<file path="src/rtl/tracking_frame_collector.sv">
// tracking_frame_collector: byte-stream frame collector for tracking mode.
// Matches a 0..2 byte header, buffers a frame of run-time length, verifies a
// modulo-256 checksum and writes 1..4 big-endian 32-bit fields to the BRAM
// writer through the run/idle handshake.
// Optional macro TRACKING_FRAME_CHECKSUM_EN: when defined the trailing
// checksum byte is verified; when undefined CHECK always passes.
module tracking_frame_collector #(
  parameter int MAX_FRAME_LEN = 32,
  parameter int ADDR_W        = 10,
  parameter int GAP_TIMEOUT   = 4096,
  parameter int WRITE_TIMEOUT = 8,
  parameter int LEN_W         = $clog2(MAX_FRAME_LEN + 1)
) (
  input  logic              system_clk,
  input  logic              reset,
  input  logic [1:0]        cfg_hdr_len,
  input  logic [7:0]        cfg_hdr0,
  input  logic [7:0]        cfg_hdr1,
  input  logic [LEN_W-1:0]  cfg_frame_len,
  input  logic [LEN_W-1:0]  cfg_field_start,
  input  logic [2:0]        cfg_field_count,
  input  logic [ADDR_W-1:0] cfg_base_addr,
  input  logic              rx_complete,
  input  logic [7:0]        rx_data,
  input  logic              bram_write_idle,
  output logic              bram_write_run,
  output logic              bram_mode,
  output logic [ADDR_W-1:0] bram_addr,
  output logic [31:0]       bram_data,
  output logic              frame_done,
  output logic [2:0]        collection_error,
  output logic [15:0]       frame_count
);

  localparam int GAP_W = $clog2(GAP_TIMEOUT + 1);
  localparam int WT_W  = $clog2(WRITE_TIMEOUT + 1);
  localparam int CW    = LEN_W + 4;

  typedef enum logic [2:0] {
    IDLE, HEADER, PAYLOAD, CHECK, WR_START, WR_WAIT, DONE
  } state_t;

  state_t            state;
  logic              rx_prev;
  logic              strobe;
  logic [LEN_W-1:0]  byte_idx;
  logic [GAP_W-1:0]  gap_cnt;
  logic [WT_W-1:0]   wr_cnt;
  logic [1:0]        k_q;
  logic [1:0]        wr_k;
  logic [7:0]        frame_buf [MAX_FRAME_LEN];

  logic [7:0]        hdr0_q;
  logic [7:0]        hdr1_q;
  logic [LEN_W-1:0]  len_q;
  logic [LEN_W-1:0]  start_q;
  logic [2:0]        count_q;
  logic [ADDR_W-1:0] base_q;

  logic              cfg_valid;
  logic [CW-1:0]     cfg_need;
  logic              sum_ok;
  logic [LEN_W-1:0]  field_pos;
  logic [31:0]       field_word;

  assign strobe = rx_complete & ~rx_prev;

  // Write outputs are registered on entry to WR_START, so the field selected
  // here is the one about to be written: 0 from CHECK, k+1 from WR_WAIT.
  assign wr_k      = (state == WR_WAIT) ? k_q + 2'd1 : 2'd0;
  assign field_pos = start_q + LEN_W'({wr_k, 2'b00});

  // Frame configuration sanity check on the live cfg_* ports.
  always_comb begin
    cfg_need  = CW'(cfg_field_start) + CW'({cfg_field_count, 2'b00}) + CW'(1);
    cfg_valid = (cfg_frame_len >= LEN_W'(2)) &&
                (cfg_frame_len <= LEN_W'(MAX_FRAME_LEN)) &&
                (cfg_hdr_len <= 2'd2) &&
                (cfg_field_count >= 3'd1) && (cfg_field_count <= 3'd4) &&
                (cfg_field_start >= LEN_W'(cfg_hdr_len)) &&
                (cfg_need <= CW'(cfg_frame_len));
  end

`ifdef TRACKING_FRAME_CHECKSUM_EN
  logic [7:0] sum_acc;
  logic [7:0] sum_rx;

  // Modulo-256 sum of bytes 0..len-2 against the trailing checksum byte.
  always_comb begin
    sum_acc = '0;
    sum_rx  = '0;
    for (int unsigned i = 0; i < MAX_FRAME_LEN; i++) begin
      if (LEN_W'(i) < len_q - LEN_W'(1)) sum_acc = sum_acc + frame_buf[i];
      if (LEN_W'(i) == len_q - LEN_W'(1)) sum_rx = frame_buf[i];
    end
    sum_ok = (sum_acc == sum_rx);
  end
`else
  // Checksum verification disabled: the trailing byte is ignored.
  always_comb begin
    sum_ok = 1'b1;
  end
`endif

  // Gather the four big-endian bytes of the selected field.
  always_comb begin
    field_word = '0;
    for (int unsigned i = 0; i < MAX_FRAME_LEN; i++) begin
      for (int unsigned j = 0; j < 4; j++) begin
        if (LEN_W'(i) == field_pos + LEN_W'(j)) field_word[8*(3-j) +: 8] = frame_buf[i];
      end
    end
  end

  // Frame collection and BRAM write sequencing.
  always_ff @(posedge system_clk) begin
    if (!reset) begin
      state            <= IDLE;
      rx_prev          <= 1'b0;
      byte_idx         <= '0;
      gap_cnt          <= '0;
      wr_cnt           <= '0;
      k_q              <= '0;
      hdr0_q           <= '0;
      hdr1_q           <= '0;
      len_q            <= '0;
      start_q          <= '0;
      count_q          <= '0;
      base_q           <= '0;
      bram_write_run   <= 1'b0;
      bram_mode        <= 1'b0;
      bram_addr        <= '0;
      bram_data        <= '0;
      frame_done       <= 1'b0;
      collection_error <= '0;
      frame_count      <= '0;
    end else begin
      rx_prev        <= rx_complete;
      bram_write_run <= 1'b0;
      frame_done     <= 1'b0;

      // A byte arriving while a frame is being checked or written is lost.
      if (strobe && (state inside {CHECK, WR_START, WR_WAIT, DONE}))
        collection_error <= 3'd5;

      case (state)
        IDLE: begin
          gap_cnt <= '0;
          if (strobe) begin
            if (!cfg_valid) begin
              collection_error <= 3'd2;
            end else begin
              hdr0_q  <= cfg_hdr0;
              hdr1_q  <= cfg_hdr1;
              len_q   <= cfg_frame_len;
              start_q <= cfg_field_start;
              count_q <= cfg_field_count;
              base_q  <= cfg_base_addr;
              if (cfg_hdr_len == 2'd0 || rx_data == cfg_hdr0) begin
                frame_buf[0] <= rx_data;
                byte_idx     <= LEN_W'(1);
                state        <= (cfg_hdr_len == 2'd2) ? HEADER : PAYLOAD;
              end else begin
                collection_error <= 3'd1;
              end
            end
          end
        end

        HEADER: begin
          if (strobe) begin
            gap_cnt <= '0;
            if (rx_data == hdr1_q) begin
              frame_buf[1] <= rx_data;
              byte_idx     <= LEN_W'(2);
              state        <= PAYLOAD;
            end else begin
              collection_error <= 3'd1;
              if (rx_data == hdr0_q) begin
                frame_buf[0] <= rx_data;
                byte_idx     <= LEN_W'(1);
              end else begin
                byte_idx <= '0;
                state    <= IDLE;
              end
            end
          end else if (gap_cnt == GAP_W'(GAP_TIMEOUT - 1)) begin
            collection_error <= 3'd6;
            byte_idx         <= '0;
            state            <= IDLE;
          end else begin
            gap_cnt <= gap_cnt + GAP_W'(1);
          end
        end

        PAYLOAD: begin
          if (strobe) begin
            gap_cnt <= '0;
            for (int unsigned i = 0; i < MAX_FRAME_LEN; i++) begin
              if (LEN_W'(i) == byte_idx) frame_buf[i] <= rx_data;
            end
            byte_idx <= byte_idx + LEN_W'(1);
            if (byte_idx == len_q - LEN_W'(1)) state <= CHECK;
          end else if (gap_cnt == GAP_W'(GAP_TIMEOUT - 1)) begin
            collection_error <= 3'd6;
            byte_idx         <= '0;
            state            <= IDLE;
          end else begin
            gap_cnt <= gap_cnt + GAP_W'(1);
          end
        end

        CHECK: begin
          byte_idx <= '0;
          if (!sum_ok) begin
            collection_error <= 3'd3;
            state            <= IDLE;
          end else begin
            k_q            <= wr_k;
            bram_mode      <= 1'b1;
            bram_addr      <= base_q + ADDR_W'(wr_k);
            bram_data      <= field_word;
            bram_write_run <= 1'b1;
            state          <= WR_START;
          end
        end

        WR_START: begin
          wr_cnt <= '0;
          state  <= WR_WAIT;
        end

        WR_WAIT: begin
          if (bram_write_idle) begin
            if ({1'b0, k_q} + 3'd1 < count_q) begin
              k_q            <= wr_k;
              bram_addr      <= base_q + ADDR_W'(wr_k);
              bram_data      <= field_word;
              bram_write_run <= 1'b1;
              state          <= WR_START;
            end else begin
              frame_done       <= 1'b1;
              frame_count      <= frame_count + 16'd1;
              collection_error <= 3'd0;
              bram_mode        <= 1'b0;
              state            <= DONE;
            end
          end else if (wr_cnt == WT_W'(WRITE_TIMEOUT - 1)) begin
            collection_error <= 3'd4;
            bram_mode        <= 1'b0;
            k_q              <= '0;
            state            <= IDLE;
          end else begin
            wr_cnt <= wr_cnt + WT_W'(1);
          end
        end

        DONE: begin
          k_q   <= '0;
          state <= IDLE;
        end

        default: state <= IDLE;
      endcase
    end
  end

endmodule
</file>
<file path="config.mk">
export PLATFORM = sky130hd
export DESIGN_NAME = tracking_frame_collector
export DESIGN_NICKNAME = d
export VERILOG_FILES = /design/src/rtl/tracking_frame_collector.sv
export SDC_FILE = /design/constraint.sdc
export NUM_CORES = 1
export LEC_CHECK = 0
export ABC_AREA = 1
export CELL_PAD_IN_SITES_DETAIL_PLACEMENT = 1
export CELL_PAD_IN_SITES_GLOBAL_PLACEMENT = 2
export CORE_MARGIN = 4
export CORE_UTILIZATION = 35
export CTS_BUF_LIST = sky130_fd_sc_hd__clkbuf_8 sky130_fd_sc_hd__clkbuf_16
export CTS_CLUSTER_DIAMETER = 100
export DETAILED_ROUTE_END_ITERATION = 7
export PLACE_DENSITY = 0.79
export SLEW_MARGIN = 20
export SYNTH_ARGS = -nofsm -noshare
export SYNTH_HDL_FRONTEND = slang
export SYNTH_SLANG_ARGS = --single-unit
export TNS_END_PERCENT = 30
</file>
<file path="constraint.sdc">
create_clock -name system_clk -period 4.89 [get_ports system_clk]
set_clock_uncertainty 0.2 [all_clocks]
set_input_delay 0.978 -clock system_clk [delete_from_list [all_inputs] [get_ports system_clk]]
set_output_delay 0.978 -clock system_clk [all_outputs]
set_load 0.01 [all_outputs]
</file>
==> reports/metrics.cfg, run 1 <==
[status]
status = complete, no violations

[yosys]
synth_nets = 3432
ys_ff_latch = 390
yosysSeqAreaShare_pct = 43.67
synth.cell_area_mm2 = 0.02374
synth_edf_count = 256
netlist_instances = 3348
synth.distinct_cells = 61
yosysWarningCount = 0
synth_ff_type = edfxtp_1
async_reset_ff_share_pct = 0
avgSynthCellArea_um2 = 7.092

[pwr]
p_switching_mw = 2.605
clkPwrFrac_pct = 43.0
p_leak_nw = 12.22
combPwrFrac_pct = 16.8
seq_power_share_pct = 40.1
cellPowerDensity_mw_per_mm2 = 290.1
intPower_mw = 6.227
vdd_drop_max_uv = 224.7
swShare_pct = 29.49

[placement]
placed_area_mm2 = 0.02775
dp_slack_ns = -0.4617
dp_cells = 4533
gp_congestion = 0.9330
place.port_buffers = 118
hpwl_mm = 84.75

[clocking]
cts-buffers-inserted = 49
clk_latency_ns = 0.61
numClockSinks = 390
cts_buffer_depth = 3
path_clk_slew_ns = 0.06
cts-root-buf = clkbuf_16
h-tree-depth = 2
cts_tree = yes
hold_buffers = 0

[cells_and_area]
final_cells = 4649
fillers = 8398
drive_gt1_share_pct = 16.50
seqCellArea_mm2 = 0.01038
area_delta_synth_final_pct = 28.23
multiInputGateArea_mm2 = 0.01224
nNetsFinal = 3820
design_area_mm2 = 0.03045

[grt]
grt_antenna_before_repair = 4
gr-total-overflow = 0
first_global_vias = 26304
grt_max_degree = 68
grt_first_pass_wirelength_mm = 164.4
grt_usage_pct = 29.85

[drt]
wl_per_cell_um = 23.62
ant_nets = 0
drt-pass1-iter-count = 5
routed_via_density = 5.446
routed_wl_mm = 109.8
drc = 0
drtIter0Drc = 2010
vias = 25319

[setup_path]
arrival_ns = 5.20
max_stage_delay_ns = 0.33
r2r_start = state[0]$_SDFFE_PN0P_
cp-start-kind = flip-flop
crit_start = state[0]$_SDFFE_PN0P_
worstSetupPathType = flip-flop to flip-flop
cp-end-kind = flip-flop
worst_path_max_delay_cell = dfxtp_2
worstPathRequired_ns = 5.20
worstPathMaxFanout = 7

[sta]
fin_crit_sh_pct = 99.96
min_period_ns = 4.888
rsz0062_at_grt = yes
drv_slew = 0
hold_viol_final = 0
setup_viol = 0
slew_headroom_pct = 28.75
max_freq_ghz = 0.2046
fin_ws_ns = 0.001976
tightest_slew_ns = 1.065
timing.hold.ws_ns = 0.2568

[min_path]
hp-class = flip-flop to flip-flop
min_from = bram_data[29]$_SDFFE_PN0P_

[die]
rows = 95
start_util_pct = 35.36
dieArea_mm2 = 0.07207
core_area_mm2 = 0.06716
die_y_um = 268.5
dieWidth_um = 268.5
ios = 119

[flow_run]
drv_cap = 0

per-stage QoR:
stage          util (%)  TNS [ns]  power [mW]
6_report          45.34         0       8.831
2_1_floorplan         -         0       4.271
5_1_grt           45.33    -1.219       9.141
3_5_place_dp      41.32    -3.743       4.954
4_1_cts           44.04         0       8.775
3_3_place_gp      41.32    -2.661       4.935
critical path: cells and delay by family (launching register included):
kind / cells / cell delay (ns)
AND/OR/NAND/NOR: 26 / 3.37
adder cells (fa/ha/maj): 2 / 0.29
flip-flops: 1 / 0.33
buffers and inverters: 6 / 0.51
AO/OA/AOI/OAI: 1 / 0.07
metal layers:
metal | part of all wire [%] | vias to the layer above | track usage [%] | wire length [um]
met5 | 0 | - | 0 | 0
li1 | - | 11844 | - | -
met4 | 2.9 | 0 | 7.884 | 3176
met2 | 47 | 774 | 50.50 | 51770
met1 | 45 | 12509 | 40.89 | 49260
met3 | 5.1 | 192 | 3.413 | 5623
sequential cells by signal, summed over array words and instances (netlist names):
name / count
bram_mode: 1
frame_buf: 256
rx_prev: 1
frame_done: 1
len_q: 6
bram_write_run: 1
state: 3
byte_idx: 6
bram_addr: 10
gap_cnt: 13
hdr1_q: 8
hdr0_q: 8
collection_error: 3
frame_count: 16
wr_cnt: 4
k_q: 2
bram_data: 32
start_q: 6
base_q: 10
count_q: 3
synth_stat cells (all sizes together), types with 4 or more instances:
cell | number | area (um^2)
a211oi | 4 | 30.03
a21oi | 259 | 1300
a31oi | 5 | 31.28
buf | 20 | 133.9
clkbuf | 56 | 210.2
clkinv | 5 | 18.77
dfxtp | 134 | 2683
edfxtp | 256 | 7687
ha | 29 | 362.9
inv | 412 | 1546
nand2 | 995 | 3777
nand3 | 182 | 933.4
nand4 | 182 | 1154
nor2 | 486 | 1877
nor3 | 72 | 434.2
nor4 | 8 | 50.05
o211ai | 4 | 30.03
o21ai | 142 | 710.7
o22ai | 7 | 43.79
or2 | 22 | 137.6
xnor2 | 11 | 96.34
xor2 | 25 | 234.0
path summary, 6_finish.rpt:
| kind | endpoint | slack, ns | cells after the start |
|---|---|---|---|
| worst max-delay path | bram_data[30]$_SDFFE_PN0P_ | 0.002 | 35 |
| worst min-delay path | bram_data[29]$_SDFFE_PN0P_ | 0.26 | 2 |
| worst max register to register | bram_data[30]$_SDFFE_PN0P_ | 0.002 | 35 |
| worst min register to register | bram_data[29]$_SDFFE_PN0P_ | 0.26 | 2 |
cell type report:
type,count,share of cell area [%]
antenna,1,0.008219
clock buffer,57,4.463
clock inverter,33,1.027
inverter,417,5.157
multi-input combinational,2466,40.19
sequential,390,34.08
tap,873,3.588
timing repair buffer,412,11.49
cells by family (layout without fill, tap and decap cells):
family,Yosys count,after routing,share of synthesized area (%)
xor+xnor,36,36,1.391
buf+inv,493,919,8.041
other cells,0,1,0
compound gates,446,446,9.923
flops,390,390,43.67
fa+ha+maj,29,29,1.528
simple gates,1954,1955,35.44
cell usage in the layout (no fill, tap or decap), types with 11 or more instances in the layout:
cell type	netlist	routed
nand3_1	179	150
o21ai_0	136	134
clkbuf_16	0	51
clkinv_1	5	11
xnor2_1	11	11
buf_4	5	274
a21oi_1	258	252
nand3_2	2	25
nor2_2	12	46
ha_1	29	24
xor2_1	23	22
nor2_4	3	25
or2_2	14	14
buf_6	4	12
edfxtp_1	256	256
nor3_1	61	56
dfxtp_1	134	130
inv_1	401	384
nor3_2	8	12
nand4_1	181	181
nand2_2	11	43
nand2_1	982	940
nor2_1	471	416
clkdlybuf4s50_1	0	111
inv_2	11	34
power by group through the flow:
stage               Sequential [mW]  Combinational, mW  Clock [mW]
floorplan                      3.61              0.661           0
global placement               3.61               1.32           0
detailed placement             3.61               1.34           0
CTS                            3.54               1.36        3.87
global route                   3.55               1.59        4.00
finish                         3.55               1.49        3.80
repair_timing:
action | 4_1_cts | 5_1_grt
cloned | 0 | 1
endpoints found under the hold margin | 0 | 0
pin swaps | 10 | 110
gates resized for setup | 37 | 196
setup endpoints to repair | 21 | 31
buffers inserted | 2 | 22
No activity file was read; power rests on OpenSTA's default activity.
==> inputs of run 2 (changes only) <==
--- a/config.mk
+++ b/config.mk
@@ -8,11 +8,12 @@
 export ABC_AREA = 1
 export CELL_PAD_IN_SITES_DETAIL_PLACEMENT = 1
 export CELL_PAD_IN_SITES_GLOBAL_PLACEMENT = 2
-export CORE_MARGIN = 4
+export CORE_MARGIN = 5
 export CORE_UTILIZATION = 35
 export CTS_BUF_LIST = sky130_fd_sc_hd__clkbuf_8 sky130_fd_sc_hd__clkbuf_16
 export CTS_CLUSTER_DIAMETER = 100
 export DETAILED_ROUTE_END_ITERATION = 7
+export GPL_ROUTABILITY_DRIVEN = 1
 export PLACE_DENSITY = 0.79
 export SLEW_MARGIN = 20
 export SYNTH_ARGS = -nofsm -noshare
==> reports/metrics.cfg, run 2 (synthesis gave the netlist of run 1 again) <==
[clocking]
clk_latency_ns = 0.60  ; was 0.61 ns
cts-root-buf = clkbuf_16  ; unchanged
cts-buffers-inserted = 48  ; was 49
hold_buffers = 0  ; unchanged
h-tree-depth = 2  ; unchanged
path_clk_slew_ns = 0.06  ; about the same
numClockSinks = 390  ; unchanged
cts_buffer_depth = 3  ; unchanged
cts_tree = yes  ; unchanged

[setup_path]
arrival_ns = 5.10  ; was 5.20 ns
worstSetupPathType = flip-flop to flip-flop  ; unchanged
r2r-end = bram_data[15]$_SDFFE_PN0P_  ; was bram_data[30]$_SDFFE_PN0P_
r2r_start = state[0]$_SDFFE_PN0P_  ; unchanged
worstPathRequired_ns = 5.19  ; was 5.20 ns
worstPathMaxFanout = 7  ; unchanged
r2r_setup_slack_ns = 0.08  ; was 0.002 ns
max_stage_delay_ns = 0.33  ; about the same
worst_path_max_delay_cell = dfxtp_2  ; unchanged
r2r_cells = 37  ; was 35
cp-start-kind = flip-flop  ; unchanged
cp-end-kind = flip-flop  ; unchanged

[cells_and_area]
n_antenna_cell = 0  ; was 1
layout_commonest_cell = nand2_1  ; unchanged
final_cell_mix = nand2_1, nor2_1, inv_1, buf_4, edfxtp_1  ; unchanged
largest_reg_flops = 256  ; unchanged
drive_gt1_share_pct = 14.92  ; was 16.50%
top_regs = frame_buf x256, bram_data x32, frame_count x16  ; unchanged
fillers = 8430  ; was 8398
nNetsFinal = 3818  ; was 3820
area_delta_synth_final_pct = 26.51  ; was 28.23%
largest_register = frame_buf  ; unchanged

[pwr]
p_leak_nw = 12.15  ; was 12.22 nW
cellPowerDensity_mw_per_mm2 = 285.1  ; was 290.1 mW/mm^2
vdd_drop_max_uv = 238.5  ; was 224.7 uV
p_total_mw = 8.565  ; was 8.831 mW

[status]
status = complete, no violations  ; unchanged

[sta]
tns_ns = 0  ; unchanged
drv_slew = 0  ; unchanged
max_freq_ghz = 0.2080  ; was 0.2046 GHz
hold_viol_final = 0  ; unchanged
fin_crit_sh_pct = 98.32  ; was 99.96%
setup_viol = 0  ; unchanged
tightest_slew_ns = 1.028  ; was 1.065 ns
slew_headroom_pct = 31.49  ; was 28.75%
min_period_ns = 4.808  ; was 4.888 ns
rsz0062_at_grt = yes  ; unchanged

[grt]
grt_first_pass_wirelength_mm = 163.8  ; was 164.4 mm
gr-total-overflow = 0  ; unchanged
grt_max_degree = 48  ; was 68
grt_antenna_before_repair = 2  ; was 4
grt_usage_pct = 28.69  ; was 29.85%
first_global_vias = 26623  ; was 26304

[drt]
routed_wl_mm = 108.7  ; was 109.8 mm
drc = 0  ; unchanged
vias = 25395  ; was 25319
drtIter0Drc = 1898  ; was 2010
drt-pass1-iter-count = 5  ; unchanged
routed_via_density = 5.465  ; was 5.446
wl_per_cell_um = 23.40  ; was 23.62 um
ant_nets = 0  ; unchanged

[flow_run]
drv_cap = 0  ; unchanged

[placement]
gp_congestion = 0.9469  ; was 0.9330
place.port_buffers = 118  ; unchanged
hpwl_mm = 84.84  ; was 84.75 mm

[die]
core_area_mm2 = 0.06728  ; was 0.06716 mm^2
dieWidth_um = 270.5  ; was 268.5 um
dieArea_mm2 = 0.07315  ; was 0.07207 mm^2
ios = 119  ; unchanged
start_util_pct = 35.29  ; was 35.36%
rows = 95  ; unchanged
die_y_um = 270.5  ; was 268.5 um

[min_path]
hold_depth = 2  ; unchanged
hp-class = flip-flop to flip-flop  ; unchanged
hold_end = bram_data[21]$_SDFFE_PN0P_  ; was bram_data[29]$_SDFFE_PN0P_
min_from = bram_data[21]$_SDFFE_PN0P_  ; was bram_data[29]$_SDFFE_PN0P_

[run 2: cell count changes in the layout (fill, tap and decap cells not counted), sizes merged]
cell / delta
inv: +12
clkbuf: -5
clkinv: -5
buf: -1
bufinv: -1
clkinvlp: -1
diode: -1
[run 2: final cells by class]
class	count	area (um^2)	area share [%]
clock inverters	38	276.5	0.9206
flip-flops and latches	390	10380	34.54
multi-input cells	2466	12010	39.98
inverters	417	1575	5.244
clock buffers	52	1267	4.220
repair buffers	411	3441	11.45
well taps	873	1092	3.636
[run 2: power breakdown]
group	total (mW)	leakage [nW]	switching (mW)	internal (mW)
clock	3.55	0.823	1.52	2.03
combinational	1.47	7.95	0.993	0.474
sequential	3.54	3.38	0.0170	3.53
[run 2: through the flow]
step           utilization [%]  area, um^2  cells  hold slack [ns]  setup slack, ns
2_1_floorplan                -       23740   3348           0.2353           0.5952
3_3_place_gp             41.22       27730   4534           0.2402          -0.3368
3_5_place_dp             41.22       27730   4534           0.2473          -0.4736
4_1_cts                  43.83       29490   4629           0.2600         -0.01567
5_1_grt                  44.65       30040   4647           0.2794         -0.06893
6_report                 44.65       30040   4647           0.2566          0.08222
[run 2: worst max-delay path, delay by kind of cell, from the launching register on]
kind	cells	cell delay, ns
buffers and inverters	7	0.60
AND/OR/NAND/NOR	27	3.08
flip-flops	1	0.33
AO/OA/AOI/OAI	1	0.08
adder cells (fa/ha/maj)	2	0.43
[run 2: what timing repair did]
action / CTS / global route
cloned: 1 / 0
pin swaps: 27 / 91
setup endpoints to repair: 29 / 32
gates resized for setup: 51 / 120
buffers inserted: 4 / 18
[run 2: worst max-delay path by stage]
stage | slack (ns) | to | from
4_1_cts | -0.02 | bram_data[26]$_SDFFE_PN0P_ | k_q[0]$_SDFFE_PN0P_
3_3_place_gp | -0.34 | bram_data[15]$_SDFFE_PN0P_ | state[0]$_SDFFE_PN0P_
5_1_grt | -0.07 | bram_data[15]$_SDFFE_PN0P_ | state[0]$_SDFFE_PN0P_
3_5_place_dp | -0.47 | bram_data[26]$_SDFFE_PN0P_ | state[0]$_SDFFE_PN0P_
2_1_floorplan | 0.60 | frame_buf[0][0]$_DFFE_PP_ | cfg_field_start[2]
6_report | 0.08 | bram_data[15]$_SDFFE_PN0P_ | state[0]$_SDFFE_PN0P_
[run 2: per-layer routing]
layer  share of wire [%]  global-route usage (%)  vias to the layer above
met5                   0                       0                        -
met4                 3.6                   9.462                        0
met3                 6.5                   5.139                      210
met2                  47                   47.93                      853
met1                  43                   37.79                    12486
li1                    -                       -                    11846
